### src/rtl/cacheline_adaptor_if.sv
// Cache-side line port and memory-side burst port of the cacheline adaptor.
// slave = adaptor view, master = the cache/memory environment driving it.
interface cacheline_adaptor_if #(
  parameter int s_line = 256,
  parameter int s_beat = 64
);
  logic [s_line-1:0] line_i;
  logic [s_line-1:0] line_o;
  logic [31:0]       address_i;
  logic              read_i;
  logic              write_i;
  logic              resp_o;
  logic [s_beat-1:0] burst_i;
  logic [s_beat-1:0] burst_o;
  logic [31:0]       address_o;
  logic              read_o;
  logic              write_o;
  logic              resp_i;

  modport slave (
    input  line_i, address_i, read_i, write_i, burst_i, resp_i,
    output line_o, resp_o, burst_o, address_o, read_o, write_o
  );

  modport master (
    output line_i, address_i, read_i, write_i, burst_i, resp_i,
    input  line_o, resp_o, burst_o, address_o, read_o, write_o
  );
endinterface

### src/rtl/cacheline_adaptor.sv
// Converts one 256-bit cache line request into a 4-beat 64-bit memory burst; optional ADAPTOR_PROTO_CHECK_EN adds sticky err_o.
// Latency: request edge + 4 beat edges -> DONE (resp_o one cycle); stalls when resp_i is low, requests held by cache until resp_o.
module cacheline_adaptor #(
  parameter int s_line    = 256,
  parameter int s_beat    = 64,
  parameter int num_beats = 4
) (
  input  logic                clk,
  input  logic                rst,
  cacheline_adaptor_if.slave  bus
`ifdef ADAPTOR_PROTO_CHECK_EN
  ,
  output logic                err_o
`endif
);

  localparam int cnt_w = $clog2(num_beats);
  localparam int off_w = $clog2(s_line / 8);
  localparam logic [cnt_w-1:0] last_beat = cnt_w'(num_beats - 1);

  typedef enum logic [1:0] {
    IDLE     = 2'd0,
    RD_BURST = 2'd1,
    WR_BURST = 2'd2,
    DONE     = 2'd3
  } state_t;

  state_t                            state;
  state_t                            state_nxt;
  logic [cnt_w-1:0]                  cnt;
  logic [31:0]                       addr_q;
  logic [num_beats-1:0][s_beat-1:0]  wr_buf;
  logic [num_beats-1:0][s_beat-1:0]  rd_line;
  logic                              beat_last;

  assign beat_last = bus.resp_i && (cnt == last_beat);

  always_ff @(posedge clk or negedge rst) begin
    if (!rst) begin
      state <= IDLE;
    end else begin
      state <= state_nxt;
    end
  end

  always_comb begin
    state_nxt   = state;
    bus.read_o  = 1'b0;
    bus.write_o = 1'b0;
    bus.resp_o  = 1'b0;
    case (state)
      IDLE: begin
        // write wins when both requests arrive together
        if (bus.write_i) begin
          state_nxt = WR_BURST;
        end else if (bus.read_i) begin
          state_nxt = RD_BURST;
        end
      end
      RD_BURST: begin
        bus.read_o = 1'b1;
        if (beat_last) begin
          state_nxt = DONE;
        end
      end
      WR_BURST: begin
        bus.write_o = 1'b1;
        if (beat_last) begin
          state_nxt = DONE;
        end
      end
      DONE: begin
        bus.resp_o = 1'b1;
        state_nxt  = IDLE;
      end
      default: state_nxt = IDLE;
    endcase
  end

  // Request fields are captured once at acceptance so later cache-side changes are harmless.
  always_ff @(posedge clk or negedge rst) begin
    if (!rst) begin
      cnt     <= '0;
      addr_q  <= '0;
      wr_buf  <= '0;
      rd_line <= '0;
    end else begin
      case (state)
        IDLE: begin
          if (bus.write_i || bus.read_i) begin
            cnt    <= '0;
            addr_q <= {bus.address_i[31:off_w], {off_w{1'b0}}};
          end
          if (bus.write_i) begin
            wr_buf <= bus.line_i;
          end
        end
        RD_BURST: begin
          if (bus.resp_i) begin
            rd_line[cnt] <= bus.burst_i;
            cnt          <= cnt + cnt_w'(1);
          end
        end
        WR_BURST: begin
          if (bus.resp_i) begin
            cnt <= cnt + cnt_w'(1);
          end
        end
        default: ;
      endcase
    end
  end

  assign bus.address_o = addr_q;
  assign bus.line_o    = rd_line;
  assign bus.burst_o   = (state == WR_BURST) ? wr_buf[cnt] : '0;

`ifdef ADAPTOR_PROTO_CHECK_EN
  logic rw_both;
  logic stray_resp;
  logic req_drop;
  logic err_q;

  assign rw_both    = (state == IDLE) && bus.read_i && bus.write_i;
  assign stray_resp = ((state == IDLE) || (state == DONE)) && bus.resp_i;
  assign req_drop   = ((state == RD_BURST) && !bus.read_i) ||
                      ((state == WR_BURST) && !bus.write_i);

  always_ff @(posedge clk or negedge rst) begin
    if (!rst) begin
      err_q <= 1'b0;
    end else if (rw_both || stray_resp || req_drop) begin
      err_q <= 1'b1;
    end
  end

  assign err_o = err_q;

`ifndef SYNTHESIS
  always @(posedge clk) begin
    if (rst) begin
      if (rw_both)    $error("cacheline_adaptor: read_i and write_i both high in IDLE");
      if (stray_resp) $error("cacheline_adaptor: resp_i high outside a burst");
      if (req_drop)   $error("cacheline_adaptor: request dropped mid-burst");
    end
  end
`endif
`endif

endmodule
### src/flat_wrapper.sv
// flat-port wrapper written by rule: the top's interface ports become plain ports
module cacheline_adaptor_flat 
#(
  parameter int s_line    = 256,
  parameter int s_beat    = 64,
  parameter int num_beats = 4
)
  (clk, rst, bus_line_i, bus_address_i, bus_read_i, bus_write_i, bus_burst_i, bus_resp_i, bus_line_o, bus_resp_o, bus_burst_o, bus_address_o, bus_read_o, bus_write_o);
  cacheline_adaptor_if #(.s_line(s_line), .s_beat(s_beat)) bus_i ();
  input  logic clk;
  input  logic rst;
  input wire logic [$bits(bus_i.line_i)-1:0] bus_line_i;
  input wire logic [$bits(bus_i.address_i)-1:0] bus_address_i;
  input wire logic [$bits(bus_i.read_i)-1:0] bus_read_i;
  input wire logic [$bits(bus_i.write_i)-1:0] bus_write_i;
  input wire logic [$bits(bus_i.burst_i)-1:0] bus_burst_i;
  input wire logic [$bits(bus_i.resp_i)-1:0] bus_resp_i;
  output wire logic [$bits(bus_i.line_o)-1:0] bus_line_o;
  output wire logic [$bits(bus_i.resp_o)-1:0] bus_resp_o;
  output wire logic [$bits(bus_i.burst_o)-1:0] bus_burst_o;
  output wire logic [$bits(bus_i.address_o)-1:0] bus_address_o;
  output wire logic [$bits(bus_i.read_o)-1:0] bus_read_o;
  output wire logic [$bits(bus_i.write_o)-1:0] bus_write_o;
  assign bus_i.line_i = bus_line_i;
  assign bus_i.address_i = bus_address_i;
  assign bus_i.read_i = bus_read_i;
  assign bus_i.write_i = bus_write_i;
  assign bus_i.burst_i = bus_burst_i;
  assign bus_i.resp_i = bus_resp_i;
  assign bus_line_o = bus_i.line_o;
  assign bus_resp_o = bus_i.resp_o;
  assign bus_burst_o = bus_i.burst_o;
  assign bus_address_o = bus_i.address_o;
  assign bus_read_o = bus_i.read_o;
  assign bus_write_o = bus_i.write_o;
  cacheline_adaptor #(.s_line(s_line), .s_beat(s_beat), .num_beats(num_beats)) u_core (.clk(clk), .rst(rst), .bus(bus_i));
endmodule
### config.mk
export PLATFORM = sky130hd
export DESIGN_NAME = cacheline_adaptor_flat
export DESIGN_NICKNAME = d
export VERILOG_FILES = /design/src/rtl/cacheline_adaptor_if.sv /design/src/rtl/cacheline_adaptor.sv /design/src/flat_wrapper.sv
export SDC_FILE = /design/constraint.sdc
export NUM_CORES = 1
export LEC_CHECK = 0
export ABC_AREA = 1
export CORE_AREA = 10 10 272 274
export DETAILED_ROUTE_END_ITERATION = 7
export DIE_AREA = 0 0 282 284
export PLACE_DENSITY_LB_ADDON = 0.08
export SLEW_MARGIN = 20
export SYNTH_ARGS = -nofsm -noshare
export SYNTH_HDL_FRONTEND = slang
export SYNTH_SLANG_ARGS = --single-unit
export TNS_END_PERCENT = 100
### constraint.sdc
create_clock -name clk -period 3.17 [get_ports clk]
set_input_delay 0.4755 -clock clk [delete_from_list [all_inputs] [get_ports clk]]
set_output_delay 0.4755 -clock clk [all_outputs]
set_load 0.01 [all_outputs]
== Word level (Yosys, flattened, before mapping) ==
Index checks and enable logic that the tools add are counted.

* Register bits after elaboration: 543
* Latch bits: 0
* Bits in writable memories: 0
* Memory bits (read-only): 0
* Word-level logic and storage cells: 49
* Memories kept: 0

* $add $sub $neg: 1
* $mul: 0
* Div/mod/pow operators: 0
* Order comparisons: 2
* Equality and inequality tests: 8
* Shift-type cells: 0
* Muxes and demuxes: 16
* Bitwise gates (word level): 0
* Reduce and logical (&&, ||, !) cells: 11

{| class="wikitable"
|+ Operators with widths
! operator !! count
|-
| $bwmux 256 || 1
|-
| $mux 64 || 3
|-
| $bmux 64 s2 || 1
|-
| $demux 64 s2 || 1
|-
| $mux 2 || 5
|-
| $reduce_and 2->1 || 4
|-
| $eq 2x2->1 const B || 3
|-
| $ne 2x1->1 const B || 3
|-
| $pmux 2 s3 || 1
|-
| $pmux 2 s2 || 1
|-
| $lt 2x3->1 const B || 1
|-
| $mux 1 || 3
|-
| $ne 3x3->1 const B || 1
|-
| $reduce_and 3->1 || 1
|-
| $add 2x1->2 const B || 1
|-
| $eq 2x1->1 const B || 1
|-
| $ge 2x1->1 const B || 1
|-
| $logic_and 1x1->1 || 2
|-
| $logic_not 2->1 || 1
|-
| $reduce_bool 2->1 || 1
|-
| $reduce_or 2->1 || 1
|-
| $logic_or 1x1->1 || 1
|}

== Longest topological paths before layout ==
* Depth after elaboration: 5
* Gate-level depth with buffers: 10
* Depth with buffers taken out: 8

== Least setup slack after synthesis ==
OpenSTA, ideal clock, no wires.

* Kind: flip-flop to flip-flop
* Start: register u_core.cnt[0]
* End: register u_core.rd_line (netlist bit u_core.bus.line_o[13])
* Arrival time: 1626 ps
* Required time: 3040 ps
* Setup slack: 1414 ps
* Stages on the path, launching flop included: 10
* Buffers on the path: 5
* Period minus slack after synthesis: 1756 ps
* Cell sequence: dfrtp_1 > buf_2 > inv_2 > buf_2 > buf_2 > ha_1 > nand3_1 > buf_2 > clkbuf_1 > o21ai_1

* Word-level cells in the longest chain between the ends: 5
* Elaborated cells on any way between the ends: 6
* Classes of those cells: 2 x order compare; 3 x mux; 1 x reduce/logical

{| class="wikitable"
|+ Ends and longest elaborated chain
! element !! RTL line !! text
|-
| start, declared || cacheline_adaptor.sv:30 || <nowiki>logic [cnt_w-1:0] cnt;</nowiki>
|-
| start signal, assigned || cacheline_adaptor.sv:101 || <nowiki>cnt <= cnt + cnt_w'(1);</nowiki>
|-
| start signal, assigned || cacheline_adaptor.sv:106 || <nowiki>cnt <= cnt + cnt_w'(1);</nowiki>
|-
| $lt 2x3->1 (not written as such) / $ge 2x1->1 (equally long branches) || cacheline_adaptor.sv:100 || <nowiki>rd_line[cnt] <= bus.burst_i;</nowiki>
|-
| $logic_and 1x1->1 (not written as such) || cacheline_adaptor.sv:100 ||
|-
| $mux 64 (not written as such) || cacheline_adaptor.sv:100 ||
|-
| $demux 64 s2 * || - ||
|-
| $bwmux 256 * || cacheline_adaptor.sv:100 ||
|-
| end signal, assigned by index || cacheline_adaptor.sv:100 ||
|-
| end, declared || cacheline_adaptor.sv:33 || <nowiki>logic [num_beats-1:0][s_beat-1:0] rd_line;</nowiki>
|}

Every way passes the cells marked *; elsewhere a longest branch is shown, timed or not.
A chain may end at the register's enable or synchronous reset.

== Worst setup path in the final report ==
* Start: register u_core.state[0]
* End: output bus_burst_o[60]

* Word-level cells in the longest chain between the ends: 2

{| class="wikitable"
|+ Ends and longest elaborated chain
! element !! RTL line !! text
|-
| start, declared || cacheline_adaptor.sv:28 || <nowiki>state_t state;</nowiki>
|-
| start signal, assigned || cacheline_adaptor.sv:42 || <nowiki>state <= state_nxt;</nowiki>
|-
| $eq 2x2->1 || cacheline_adaptor.sv:116 || <nowiki>assign bus.burst_o = (state == WR_BURST) ? wr_buf[cnt] : '0;</nowiki>
|-
| $mux 64 || cacheline_adaptor.sv:116 ||
|-
| end, declared || flat_wrapper.sv:20 || <nowiki>output wire logic [$bits(bus_i.burst_o)-1:0] bus_burst_o;</nowiki>
|}

No other way between the ends.

==> reports/qor.txt <==
P per Cell Area: 948 mW/mm²
Critical Path AT: 2.61 ns
I/O Pins: 712
Relative slew margins: 56.0%
DRC errors left: 0
Slew Viols, Final: 0
wire per inst: 20.7 µm
mean post-synth cell area: 8.69 µm²
gr ovfl total: 0
startpoint types: flop
number of global-route vias before repair: 20100
# Max-Cap Violations: 0
Hold WC Path Type: input pin to async pin
clock-pin slew on the worst setup and hold paths: 0.06 ns
RR Startpoint: u_core.cnt[0]
Post-Place Setup Slack: 0.524 ns
Crit Path Class: flop to output port
most frequent cells in the layout: clkdlybuf4s50_1 (683), nand2_1 (556), dfrtp_1 (541)
Pre-Repair DR Iteration Count: 6
Post-Synthesis Cell Area: 0.0229 mm²
internal power: 19.8 mW
Psw: 11.4 mW
most common cell after layout, fill and taps aside: clkdlybuf4s50_1
peak supply drop: 0.523 mV
Clock Sinks: 543
# setup viols final: 0
final WL: 87.2 mm
final setup margin: 0.0796 ns
Final Critical Period: 3.09 ns
initial core utilization: 33.5%
CTS tree: built
num rows: 96
worst hold margin: 0.386 ns
post-synth top area cell: dfrtp_1
Setup crit end kind: output port
vias per cell: 4.72
first-pass GRT wire length: 130 mm
leakage: 15.9 nW
Synth Register Bits: 543
CORE AREA: 0.0683 mm²
Layout area overhead: 43.4%
root buffer cell: clkbuf_16
Placer Congestion: 0.827
latest clock arrival within the worst-skew pair: 0.62 ns
worst-path maximum fanout: 47
via count: 19900
Worst Max-Slew Pin Slew: 0.660 ns
Nets: 3650
IO buf count: 701
# H-tree levels: 2
DIE HEIGHT: 284 µm
post-synthesis sequential area ratio: 59.3%
final count of hold timing violations: 0
share of cells above drive strength 1: 4.95%
Die Wd: 282 µm
Inserted Clock Buffers: 59
initial antenna violation count: 19
YS warnings: 0
sequential share of power: 35.3%
crit path launch: u_core.state[0]
fill cell count: 6547
outcome: finished, final reports clean
largest net degree at the start of global routing: 100
Sw Ratio: 36.5%
Clock Power Share: 23.0%
ranking of synthesized cells by area: dfrtp_1 (59%), nand2_1 (9.1%), a21oi_1 (7.0%), inv_1 (5.8%), o21ai_1 (4.8%)
post-synth top area share: 59.3%
DRT iter0 DRCs: 1397
Die Footprint: 0.0801 mm²
CP required: 2.69 ns
Routed Antenna Nets: 0
sum of negative setup slack: 0 ns
synth unique cells: 19
Clock Skew: 0.0145 ns
Mapped Cells: 2636
clock tree buffer depth: 3
max frequency: 324 MHz
Comb power frac: 41.7%
ratio of final minimum period to clock period: 97.5%
GRT Overall Usage: 21.1%
post-CTS setup buffer count: 0
dpl hpwl: 64.8 mm
RSZ-0062 raised after global routing: yes
==> Yosys cell counts (all sizes together) <==
cell	count
a21oi	320
buf	148
clkbuf	23
conb	1
dfrtp	543
ha	9
inv	354
nand2	557
nand3	135
nand3b	1
nor2	260
o21ai	285
==> routing by layer <==
metal / GRT usage [%] / up-vias / wire length (µm)
met5: 0 / - / 203
met4: 4.71 / 30 / 1490
met3: 6.36 / 114 / 7100
met2: 36.6 / 618 / 43600
met1: 25.4 / 9602 / 34800
li1: - / 9537 / -
==> logic make-up after synthesis <==
group	Yosys count	share of synthesized area [%]
AND/OR/NAND/NOR	953	16.4
AO/OA/AOI/OAI	605	13.2
flip-flops	543	59.3
buffers and inverters	525	10.5
adder cells (fa/ha/maj)	9	0.492
other	1	0.0164
==> state kept, by name, indices dropped and copies added (netlist names) <==
signal	count
u_core.bus.address_o	27
u_core.wr_buf	256
u_core.cnt	2
u_core.state	2
u_core.bus.line_o	256
==> critical path: stages, from the launching register on <==
cell and delay, ns:
dfrtp_1 0.42, inv_1 0.13, ha_2 0.24, inv_6 0.10
buf_16 0.22, a21oi_1 0.18, clkdlybuf4s50_1 0.63
==> path summary, 6_finish.rpt <==
path	end	slack [ns]	cells past startpoint
worst max register to register	u_core.bus.line_o[209]	0.79	5
max in group asynchronous	u_core.bus.line_o[62]	1.72	4
min in group clk	u_core.bus.address_o[12]	0.42	3
worst min register to register	u_core.bus.line_o[142]	0.48	2
worst min-delay path	u_core.bus.line_o[209]	0.39	2
worst max-delay path	bus_burst_o[60]	0.08	6
==> power groups by stage <==
stage | sequential (mW) | clock, mW | combinational [mW]
finish | 11.0 | 7.15 | 13.0
global route | 11.3 | 7.62 | 14.3
CTS | 11.0 | 7.32 | 13.2
detailed placement | 11.1 | 0 | 13.1
global placement | 11.0 | 0 | 12.9
floorplan | 11.5 | 0 | 6.09
==> area by class of cell <==
type                            instances  area (µm²)  share of cell area [%]
Antenna cell                            4        10.0                  0.0305
Sequential cell                       543       13600                    41.4
Timing Repair Buffer                  754        7770                    23.7
Inverter                              354        1340                    4.08
Clock inverter                         19         240                   0.732
Tap cell                              882        1100                    3.36
Clock buffer                           89        1780                    5.42
Multi-Input combinational cell       1572        7000                    21.3
==> per-stage QoR <==
stage	power (mW)	instances	util (%)	cell area [µm²]
after floorplan	17.6	2640	-	22900
after global placement	23.9	4104	44.9	30700
after detailed placement	24.2	4104	44.9	30700
after CTS	31.5	4213	47.9	32800
after global routing	33.2	4217	48.0	32800
final	31.1	4217	48.0	32800
==> repair_timing <==
action	in CTS	in global routing
endpoints found under the hold margin	43	0
gates resized for setup	5	24
hold buffers	1	0
setup endpoints to repair	47	53
Power figures use the tool's default switching activity.
